### src/rtl/adder_tree_arbiter.sv
`default_nettype none
// ============================================================================
// adder_tree_arbiter : round-robin, credit-protected sharing of one external
// pipelined 5-operand adder tree. Optional statistics: ADDER_ARB_STATS_EN.
// Revision: 1.0
// ============================================================================
module adder_tree_arbiter #(
  parameter int NUM_REQ    = 4,
  parameter int WIDTH      = 16,
  parameter int TREE_LAT   = 3,
  parameter int E_SKEW     = 1,
  parameter int FIFO_DEPTH = 8
) (
  input  logic                         clk,
  input  logic                         rst_n,
  input  logic [NUM_REQ-1:0]           req_valid,
  output logic [NUM_REQ-1:0]           req_ready,
  input  logic [NUM_REQ*5*WIDTH-1:0]   req_data,
  output logic [WIDTH-1:0]             tree_a,
  output logic [WIDTH-1:0]             tree_b,
  output logic [WIDTH-1:0]             tree_c,
  output logic [WIDTH-1:0]             tree_d,
  output logic [WIDTH-1:0]             tree_e,
  input  logic [WIDTH-1:0]             tree_out,
  output logic                         rsp_valid,
  input  logic                         rsp_ready,
  output logic [$clog2(NUM_REQ)-1:0]   rsp_id,
  output logic [WIDTH-1:0]             rsp_data
`ifdef ADDER_ARB_STATS_EN
  ,
  output logic [NUM_REQ*16-1:0]        grant_cnt,
  output logic [15:0]                  stall_cnt
`endif
);

  localparam int IDW  = $clog2(NUM_REQ);
  localparam int IDW1 = IDW + 1;
  localparam int PW   = $clog2(FIFO_DEPTH);
  localparam int CW   = PW + 1;
  localparam int OPW  = 5 * WIDTH;
  localparam int EW   = IDW + WIDTH;

  logic [IDW-1:0]     r_ptr;
  logic [CW-1:0]      r_outstanding;
  logic               w_credit_ok;
  logic               w_found;
  logic               w_fire;
  logic               w_pop;
  logic               w_push;
  logic [NUM_REQ-1:0] w_grant;
  logic [IDW-1:0]     w_gnt_id;
  logic [IDW1-1:0]    w_idx;
  logic [OPW-1:0]     w_ops;

  // Credit counts tags in flight plus FIFO entries, so every issue has a slot.
  assign w_credit_ok = (r_outstanding < CW'(FIFO_DEPTH));

  always_comb begin
    w_grant  = '0;
    w_gnt_id = '0;
    w_found  = 1'b0;
    w_idx    = '0;
    for (int i = 0; i < NUM_REQ; i++) begin
      w_idx = {1'b0, r_ptr} + IDW1'(i);
      if (w_idx >= IDW1'(NUM_REQ)) w_idx = w_idx - IDW1'(NUM_REQ);
      if (!w_found && req_valid[w_idx[IDW-1:0]]) begin
        w_found  = 1'b1;
        w_gnt_id = w_idx[IDW-1:0];
      end
    end
    if (w_found) w_grant[w_gnt_id] = 1'b1;
  end

  assign req_ready = (rst_n && w_credit_ok) ? w_grant : '0;
  assign w_fire    = |req_ready;
  assign w_ops     = req_data[w_gnt_id*OPW +: OPW];
  assign w_pop     = rsp_valid && rsp_ready;

  always_ff @(posedge clk or negedge rst_n) begin
    if (!rst_n) begin
      r_ptr <= '0;
    end else if (w_fire) begin
      r_ptr <= (w_gnt_id == IDW'(NUM_REQ - 1)) ? '0 : w_gnt_id + 1'b1;
    end
  end

  always_ff @(posedge clk or negedge rst_n) begin
    if (!rst_n) begin
      r_outstanding <= '0;
    end else begin
      case ({w_fire, w_pop})
        2'b10:   r_outstanding <= r_outstanding + 1'b1;
        2'b01:   r_outstanding <= r_outstanding - 1'b1;
        default: r_outstanding <= r_outstanding;
      endcase
    end
  end

  always_ff @(posedge clk or negedge rst_n) begin
    if (!rst_n) begin
      tree_a <= '0;
      tree_b <= '0;
      tree_c <= '0;
      tree_d <= '0;
    end else if (w_fire) begin
      tree_a <= w_ops[0*WIDTH +: WIDTH];
      tree_b <= w_ops[1*WIDTH +: WIDTH];
      tree_c <= w_ops[2*WIDTH +: WIDTH];
      tree_d <= w_ops[3*WIDTH +: WIDTH];
    end
  end

  generate
    if (E_SKEW == 0) begin : g_e_direct
      always_ff @(posedge clk or negedge rst_n) begin
        if (!rst_n) tree_e <= '0;
        else if (w_fire) tree_e <= w_ops[4*WIDTH +: WIDTH];
      end
    end else begin : g_e_skew
      // E travels with its own valid so tree_e holds while idle.
      logic [E_SKEW-1:0][WIDTH-1:0] r_e_dly;
      logic [E_SKEW-1:0]            r_e_vld;
      always_ff @(posedge clk or negedge rst_n) begin
        if (!rst_n) begin
          r_e_dly <= '0;
          r_e_vld <= '0;
          tree_e  <= '0;
        end else begin
          r_e_vld[0] <= w_fire;
          r_e_dly[0] <= w_ops[4*WIDTH +: WIDTH];
          for (int j = 1; j < E_SKEW; j++) begin
            r_e_vld[j] <= r_e_vld[j-1];
            r_e_dly[j] <= r_e_dly[j-1];
          end
          if (r_e_vld[E_SKEW-1]) tree_e <= r_e_dly[E_SKEW-1];
        end
      end
    end
  endgenerate

  logic [TREE_LAT:0]          r_tag_vld;
  logic [TREE_LAT:0][IDW-1:0] r_tag_id;

  always_ff @(posedge clk or negedge rst_n) begin
    if (!rst_n) begin
      r_tag_vld <= '0;
      r_tag_id  <= '0;
    end else begin
      r_tag_vld <= {r_tag_vld[TREE_LAT-1:0], w_fire};
      r_tag_id  <= {r_tag_id[TREE_LAT-1:0], w_gnt_id};
    end
  end

  assign w_push = r_tag_vld[TREE_LAT];

  logic [EW-1:0] r_mem [FIFO_DEPTH];
  logic [PW-1:0] r_wr_ptr;
  logic [PW-1:0] r_rd_ptr;
  logic [CW-1:0] r_count;

  always_ff @(posedge clk) begin
    if (w_push) r_mem[r_wr_ptr] <= {r_tag_id[TREE_LAT], tree_out};
  end

  always_ff @(posedge clk or negedge rst_n) begin
    if (!rst_n) begin
      r_wr_ptr <= '0;
      r_rd_ptr <= '0;
      r_count  <= '0;
    end else begin
      if (w_push) r_wr_ptr <= r_wr_ptr + 1'b1;
      if (w_pop)  r_rd_ptr <= r_rd_ptr + 1'b1;
      case ({w_push, w_pop})
        2'b10:   r_count <= r_count + 1'b1;
        2'b01:   r_count <= r_count - 1'b1;
        default: r_count <= r_count;
      endcase
    end
  end

  assign rsp_valid          = (r_count != '0);
  assign {rsp_id, rsp_data} = rsp_valid ? r_mem[r_rd_ptr] : '0;

`ifdef ADDER_ARB_STATS_EN
  always_ff @(posedge clk or negedge rst_n) begin
    if (!rst_n) begin
      grant_cnt <= '0;
      stall_cnt <= '0;
    end else begin
      for (int r = 0; r < NUM_REQ; r++) begin
        if (req_ready[r]) grant_cnt[r*16 +: 16] <= grant_cnt[r*16 +: 16] + 16'd1;
      end
      if ((|req_valid) && !w_credit_ok && (stall_cnt != 16'hFFFF))
        stall_cnt <= stall_cnt + 16'd1;
    end
  end
`endif

endmodule
`default_nettype wire

### config.mk
export PLATFORM = sky130hd
export DESIGN_NAME = adder_tree_arbiter
export DESIGN_NICKNAME = d
export VERILOG_FILES = /design/src/rtl/adder_tree_arbiter.sv
export SDC_FILE = /design/constraint.sdc
export NUM_CORES = 1
export LEC_CHECK = 0
export CAP_MARGIN = 30
export CORE_MARGIN = 2
export CORE_UTILIZATION = 45
export CTS_BUF_LIST = sky130_fd_sc_hd__clkbuf_8
export DETAILED_ROUTE_END_ITERATION = 8
export HOLD_SLACK_MARGIN = 0.12
export PLACE_DENSITY = 0.89
export SETUP_SLACK_MARGIN = 0.05
export SYNTH_ARGS = -nofsm -noshare
export SYNTH_HDL_FRONTEND = slang
export SYNTH_SLANG_ARGS = --single-unit
### constraint.sdc
create_clock -name clk -period 8.2 [get_ports clk]
set_input_delay 1.64 -clock clk [delete_from_list [all_inputs] [get_ports clk]]
set_output_delay 1.64 -clock clk [all_outputs]
set_load 0.01 [all_outputs]
### After elaboration in Yosys (flattened, before gate mapping)

Memories as Yosys holds them, arrays and structs flattened.
Index checks and enable logic that the tools add are counted.

| word-level totals | value |
|---|---|
| register bits | 125 |
| bits in writable memories | 144 |
| memories | 1 |

| operators by class | value |
|---|---|
| add/subtract/negate cells | 14 |
| multiply operators | 1 |
| order comparisons | 11 |
| equality and inequality tests | 5 |
| shift-type cells | 1 |
| mux-type cells | 30 |
| reduce and logical (&&, ||, !) cells | 13 |

Memory list:

| memory | words | bits a word | read ports | clocked after Yosys merged registers in | write ports | line | RTL |
|---|---|---|---|---|---|---|---|
| r_mem | 8 | 18 | 1 | 0 | 1 | 156 | `logic [EW-1:0] r_mem [FIFO_DEPTH];` |

Operator list:

| kind | number |
|---|---|
| 320-bit by 10-bit indexed part select with 80-bit output | 1 |
| 18-bit two-way mux | 1 |
| 2-bit two-way mux | 9 |
| 4-bit one-hot mux with 2 select lines | 2 |
| 2-bit by 3-bit < comparator with 1-bit output, second input constant | 5 |
| 1-bit two-way mux | 11 |
| 3-bit greater-or-equal comparator, second input constant | 3 |
| 4-bit by 1-bit adder with 4-bit output, second input constant | 2 |
| 1-bit binary-select mux with 2-bit select | 4 |
| 4-bit two-way mux | 2 |
| 2-bit by 1-bit subtractor with 2-bit output, second input constant | 4 |
| 4-bit by 1-bit subtractor with 4-bit output, second input constant | 2 |
| 2-bit by 2-bit adder with 3-bit output, second input constant | 2 |
| 3-bit by 1-bit adder with 3-bit output, second input constant | 2 |
| 2-bit == test, second input constant | 3 |
| 1-bit logical AND | 6 |
| 2-bit by 3-bit multiplier with 5-bit output, second input constant | 1 |
| 2-bit by 1-bit == test with 1-bit output, second input constant | 2 |
| 4-bit < comparator, second input constant | 1 |
| 2-bit nonzero test | 2 |
| 4-bit nonzero test | 1 |
| 4-bit OR reduction | 1 |
| 2-bit by 1-bit adder with 3-bit output, second input constant | 1 |
| 2-bit by 3-bit greater-or-equal comparator with 1-bit output, second input constant | 1 |
| other kinds (4) | 6 |

### Depth between registers and ports, before layout

| depth | value |
|---|---|
| depth in word-level cells | 23 |
| mapped depth | 18 |
| depth with buffers taken out | 13 |

### Least setup slack after synthesis

No wires, ideal clock.

| timing | value |
|---|---|
| kind | in2reg |
| start point | in req_valid[2] |
| end point | reg r_outstanding[3] |
| setup time | 125 ps |
| data arrival time | 4,779 ps |
| slack | 3,295 ps |
| cell stages on the path | 18 |
| buffers on the path | 5 |
| cells stage by stage | nor2b_1 > a221o_1 > buf_2 > nand2_2 > buf_4 > buf_2 > inv_1 > ha_1 > o41ai_4 > buf_4 > buf_2 > ha_1 > ha_1 > a21o_1 > a21oi_1 > xnor2_1 > nor2_1 > xor2_1 |

| on the way | value |
|---|---|
| cells in the longest elaborated chain, start to end | 21 |
| elaborated cells between the ends (all ways) | 34 |
| classes of those cells | order compare: 2; eq/ne: 2; mux: 21; reduce/logical: 9 |

Ends and longest elaborated chain:

| element | line | RTL |
|---|---|---|
| start: declaration | 16 | `input logic [NUM_REQ-1:0] req_valid,` |
| 1-bit binary-select mux with 2-bit select | 66 | `if (!w_found && req_valid[w_idx[IDW-1:0]]) begin` |
| 1-bit two-way mux (implied by the code) | 66 |  |
| 1-bit two-way mux | 66 |  |
| 1-bit logical NOT | 66 |  |
| 1-bit logical AND | 66 |  |
| 1-bit two-way mux | 66 |  |
| 1-bit logical NOT | 66 |  |
| 1-bit logical AND | 66 |  |
| [5 not listed] | n/a |  |
| 1-bit logical AND (implied by the code) | 71 | `if (w_found) w_grant[w_gnt_id] = 1'b1;` |
| 1-bit two-way mux (implied by the code) | 71 |  |
| 1-bit demux with 2-bit select | 71 |  |
| 4-bit two-way mux * | 71 |  |
| 4-bit two-way mux * | 74 | `assign req_ready = (rst_n && w_credit_ok) ? w_grant : '0;` |
| 4-bit OR reduction * | 75 | `assign w_fire = \|req_ready;` |
| 2-bit by 1-bit == test with 1-bit output or 2-bit == test (tied branches) | 91 | `case ({w_fire, w_pop})` |
| 4-bit one-hot mux with 2 select lines or 2-bit nonzero test (tied branches) | n/a |  |
| end signal: assignment | 92 | `2'b10: r_outstanding <= r_outstanding + 1'b1;` |
| end signal: assignment | 93 | `2'b01: r_outstanding <= r_outstanding - 1'b1;` |
| end signal: assignment | 94 | `default: r_outstanding <= r_outstanding;` |
| end: declaration | 44 | `logic [CW-1:0] r_outstanding;` |

Mark *: on every way between the ends. The rest lies on a longest branch, timed or not. The select of a mux whose other input is x is not followed.
A chain may end at the register's enable or synchronous reset.

### Worst setup path in the final report

| timing | value |
|---|---|
| start point | in req_valid[2] |
| end point | out req_ready[0] |

| on the way | value |
|---|---|
| cells in the longest elaborated chain, start to end | 18 |
| elaborated cells between the ends (all ways) | 29 |
| classes of those cells | order compare: 2; mux: 20; reduce/logical: 7 |

Ends and longest elaborated chain:

| element | line | RTL |
|---|---|---|
| 1-bit binary-select mux with 2-bit select | 66 |  |
| 1-bit two-way mux (implied by the code) | 66 |  |
| 1-bit two-way mux | 66 |  |
| 1-bit logical NOT | 66 |  |
| 1-bit logical AND | 66 |  |
| 1-bit two-way mux | 66 |  |
| 1-bit logical NOT | 66 |  |
| 1-bit logical AND | 66 |  |
| [2 not listed] | n/a |  |
| 1-bit logical AND | 66 |  |
| 2-bit two-way mux | 66 |  |
| 2-bit by 3-bit < comparator with 1-bit output (implied by the code) or 2-bit by 1-bit greater-or-equal comparator with 1-bit output (tied branches) | 71 |  |
| 1-bit logical AND (implied by the code) | 71 |  |
| 1-bit two-way mux (implied by the code) | 71 |  |
| 1-bit demux with 2-bit select | 71 |  |
| 4-bit two-way mux * | 71 |  |
| 4-bit two-way mux * | 74 |  |
| end: declaration | 17 | `output logic [NUM_REQ-1:0] req_ready,` |

Marks and branches as above.

==> reports/metrics.yaml <==
status:
  status: "complete, no violations"
clock_tree:
  cts-root-buf: "clkbuf_8"
  htree_levels: 2
  clk_pin_slew_ns: 0.06
  cts-hold-fix-buffers: 0
  post_cts_buffers: 0
  post_cts_resized: 0
  cts_buffers: 45
  clock_sinks: 268
  cts_tree: "built"
  clk_latency_ns: 0.54
  cts_buffer_depth: 3
detailed_routing:
  finalWirelength_um: 43100
  wire_per_inst_um: 23.2
  drt-initial-drc-count: 820
  drc_errors: 0
  viasPerCell: 5.80
  vias: 10755
  ant_nets: 0
  first_pass_iters: 5
yosys:
  ys_seq_elements: 268
  synth_cell_types: 40
  yosys_most_used_dff: "edfxtp_1"
  syn_avg_cell_area_sq_um: 12.5
  yosysWarnings: 0
  syn_nets: 1366
  synth_area_sq_um: 12700
  async_flop_share_pct: 46.3
  ys_seq_area_share_pct: 58.6
  syn_inst: 1012
  synth_edf_count: 144
die:
  core_area_sq_um: 27800
  initial_utilization_pct: 45.6
  ios: 446
  die_w_um: 172
  num_rows: 61
  dieArea_sq_um: 29500
  die_h_um: 172
final_layout:
  fin_nets: 1787
  area_growth_pct: 45.9
  drive_gt1_share_pct: 10.8
  final_common_cell: "clkdlybuf4s50_1"
  layout_common_cells: "444 x clkdlybuf4s50_1, 144 x and3_1, 144 x a211oi_1, 144 x edfxtp_1, 122 x dfrtp_1"
timing:
  hold_violations: 0
  max_freq_ghz: 0.148
  timing.hold.ws_ns: 0.346
  min_period_ns: 6.78
  finalMaxSlewViolations: 0
  setup_viol: 0
  min_period_over_period_pct: 82.6
  final.setup.tns_ns: 0
  skew_ns: 0.0103
  worst_pin_slew_ns: 0.898
  relSlewSlack_pct: 40.1
  rsz0062_at_grt: "no"
worst_hold_path:
  min_to: "r_tag_id[6]"
  min_from: "r_tag_id[4]"
  min_path_type: "flip-flop to flip-flop"
  hold_depth: 0
global_routing:
  grt_overflow: 0
  gr-usage-met2_pct: 47.3
  met1_usage_pct: 33.8
  grt_pass1_wl_um: 62800
  grt_pass1_vias: 10675
  antenna_found_initial: 12
  busiest_layer: "met2"
  track_usage_pct: 28.5
  grt_use_met3_pct: 9.54
  grt_max_degree: 109
place:
  gp_congestion: 0.909
  portBuffers: 445
  hpwl_um: 31000
power:
  p_per_area_nw_per_um2: 322
  peakVddDrop_mv: 0.175
  p_leak_nw: 7.30
worst_setup_path:
  r2r_start: "r_ptr[0]"
  arrival_ns: 5.14
  start_kind: "input port"
  critPathKind: "input port to output port"
  crit_required_ns: 6.56
  crit_fanout: 108
  r2r_slack_ns: 4.00
  r2r-end: "tree_a[0]"
  reg2reg_depth: 9
  endpoint_kind: "output port"
run:
  maxCapViolCount: 0
==> synthesized netlist by cell type, types with 3 or more instances <==
master      n  area [sq um]
a211oi_1  144          1080
buf_1       8          30.0
inv_1      11          41.3
dfrtp_1   124          3100
nor2b_1     3          18.8
o21ai_0     5          25.0
nand2_1   105           394
xnor2_1     6          52.6
o31ai_1    64           480
edfxtp_1  144          4320
nand2b_1    6          37.5
a31oi_1    17           106
mux2_2     18           203
ha_1        9           113
buf_2      24           120
mux2i_1    19           190
nor2_1     29           109
xor2_1      6          52.6
and3_1    144           901
and2_1      3          18.8
clkbuf_1   60           225
a21oi_1     4          20.0
mux4_2     36           811
==> worst max-delay path, cell delays in order <==
cell and delay (ns):
clkdlybuf4s50_1 0.54, nor2b_1 0.21, a221o_4 0.62, nand2_8 0.53, clkinv_1 0.65, nor2_1 0.23
clkdlybuf4s50_1 0.57
==> how the worst max path moves through the flow <==
stage | cells after the start | endpoint | slack [ns] | from
floorplan | 18 | r_outstanding[3] | 3.30 | req_valid[2]
global placement | 7 | req_ready[0] | 1.64 | req_valid[1]
detailed placement | 7 | req_ready[0] | 1.53 | req_valid[1]
CTS | 7 | req_ready[0] | 1.52 | req_valid[2]
global route | 7 | req_ready[0] | 1.30 | req_valid[1]
finish | 7 | req_ready[0] | 1.42 | req_valid[2]
==> final cells by class <==
class,instances,area [sq um]
fillers,2033,9280
flip-flops and latches,268,7430
multi-input cells,636,4890
repair buffers,468,4770
clock buffers,48,661
well taps,378,473
clock inverters,35,214
inverters,14,53.8
diodes,7,17.5
==> sequential cells by signal, indices dropped and copies added, names as in the netlist <==
register          count
g_e_skew.r_e_dly     16
r_tag_vld             4
tree_b               16
r_mem               144
tree_e               16
tree_a               16
r_ptr                 2
r_outstanding         4
r_count               4
r_rd_ptr              3
tree_c               16
r_tag_id              8
tree_d               16
r_wr_ptr              3
==> routing by layer <==
metal | routed length [um] | vias to the layer above
li1 | - | 4760
met1 | 15700 | 5253
met2 | 21300 | 593
met3 | 4050 | 141
met4 | 2000 | 8
met5 | 51 | -
==> stage by stage <==
stage	instance area, sq um	utilization [%]	std cells	total power, mW	setup WS, ns
4_1_cts	18500	66.4	1846	5.99	1.52
3_5_place_dp	17600	63.3	1763	4.81	1.53
3_3_place_gp	17400	62.6	1754	4.67	1.64
5_1_grt	18500	66.6	1849	6.28	1.30
2_1_floorplan	12700	-	1012	3.55	3.30
6_report	18500	66.6	1854	5.96	1.42
==> power by group <==
part / switching [mW] / total, mW / internal [mW]
logic: 1.37 / 2.72 / 1.35
clock network: 0.545 / 1.16 / 0.611
registers: 0.286 / 2.09 / 1.80
total: 2.20 / 5.96 / 3.76
==> logic make-up (layout without fill, tap and decap cells) <==
| group | count (synthesis) | in the layout | share of synthesized area (%) |
|---|---|---|---|
| compound gates | 243 | 243 | 14.2 |
| xor+xnor | 12 | 12 | 0.829 |
| fa+ha+maj | 11 | 11 | 1.20 |
| buf+inv | 108 | 565 | 3.49 |
| flops | 268 | 268 | 58.6 |
| mux | 74 | 74 | 9.58 |
| other cells | 0 | 7 | 0 |
| simple gates | 296 | 296 | 12.1 |
Note: power is estimated with default switching activity, not from simulation.
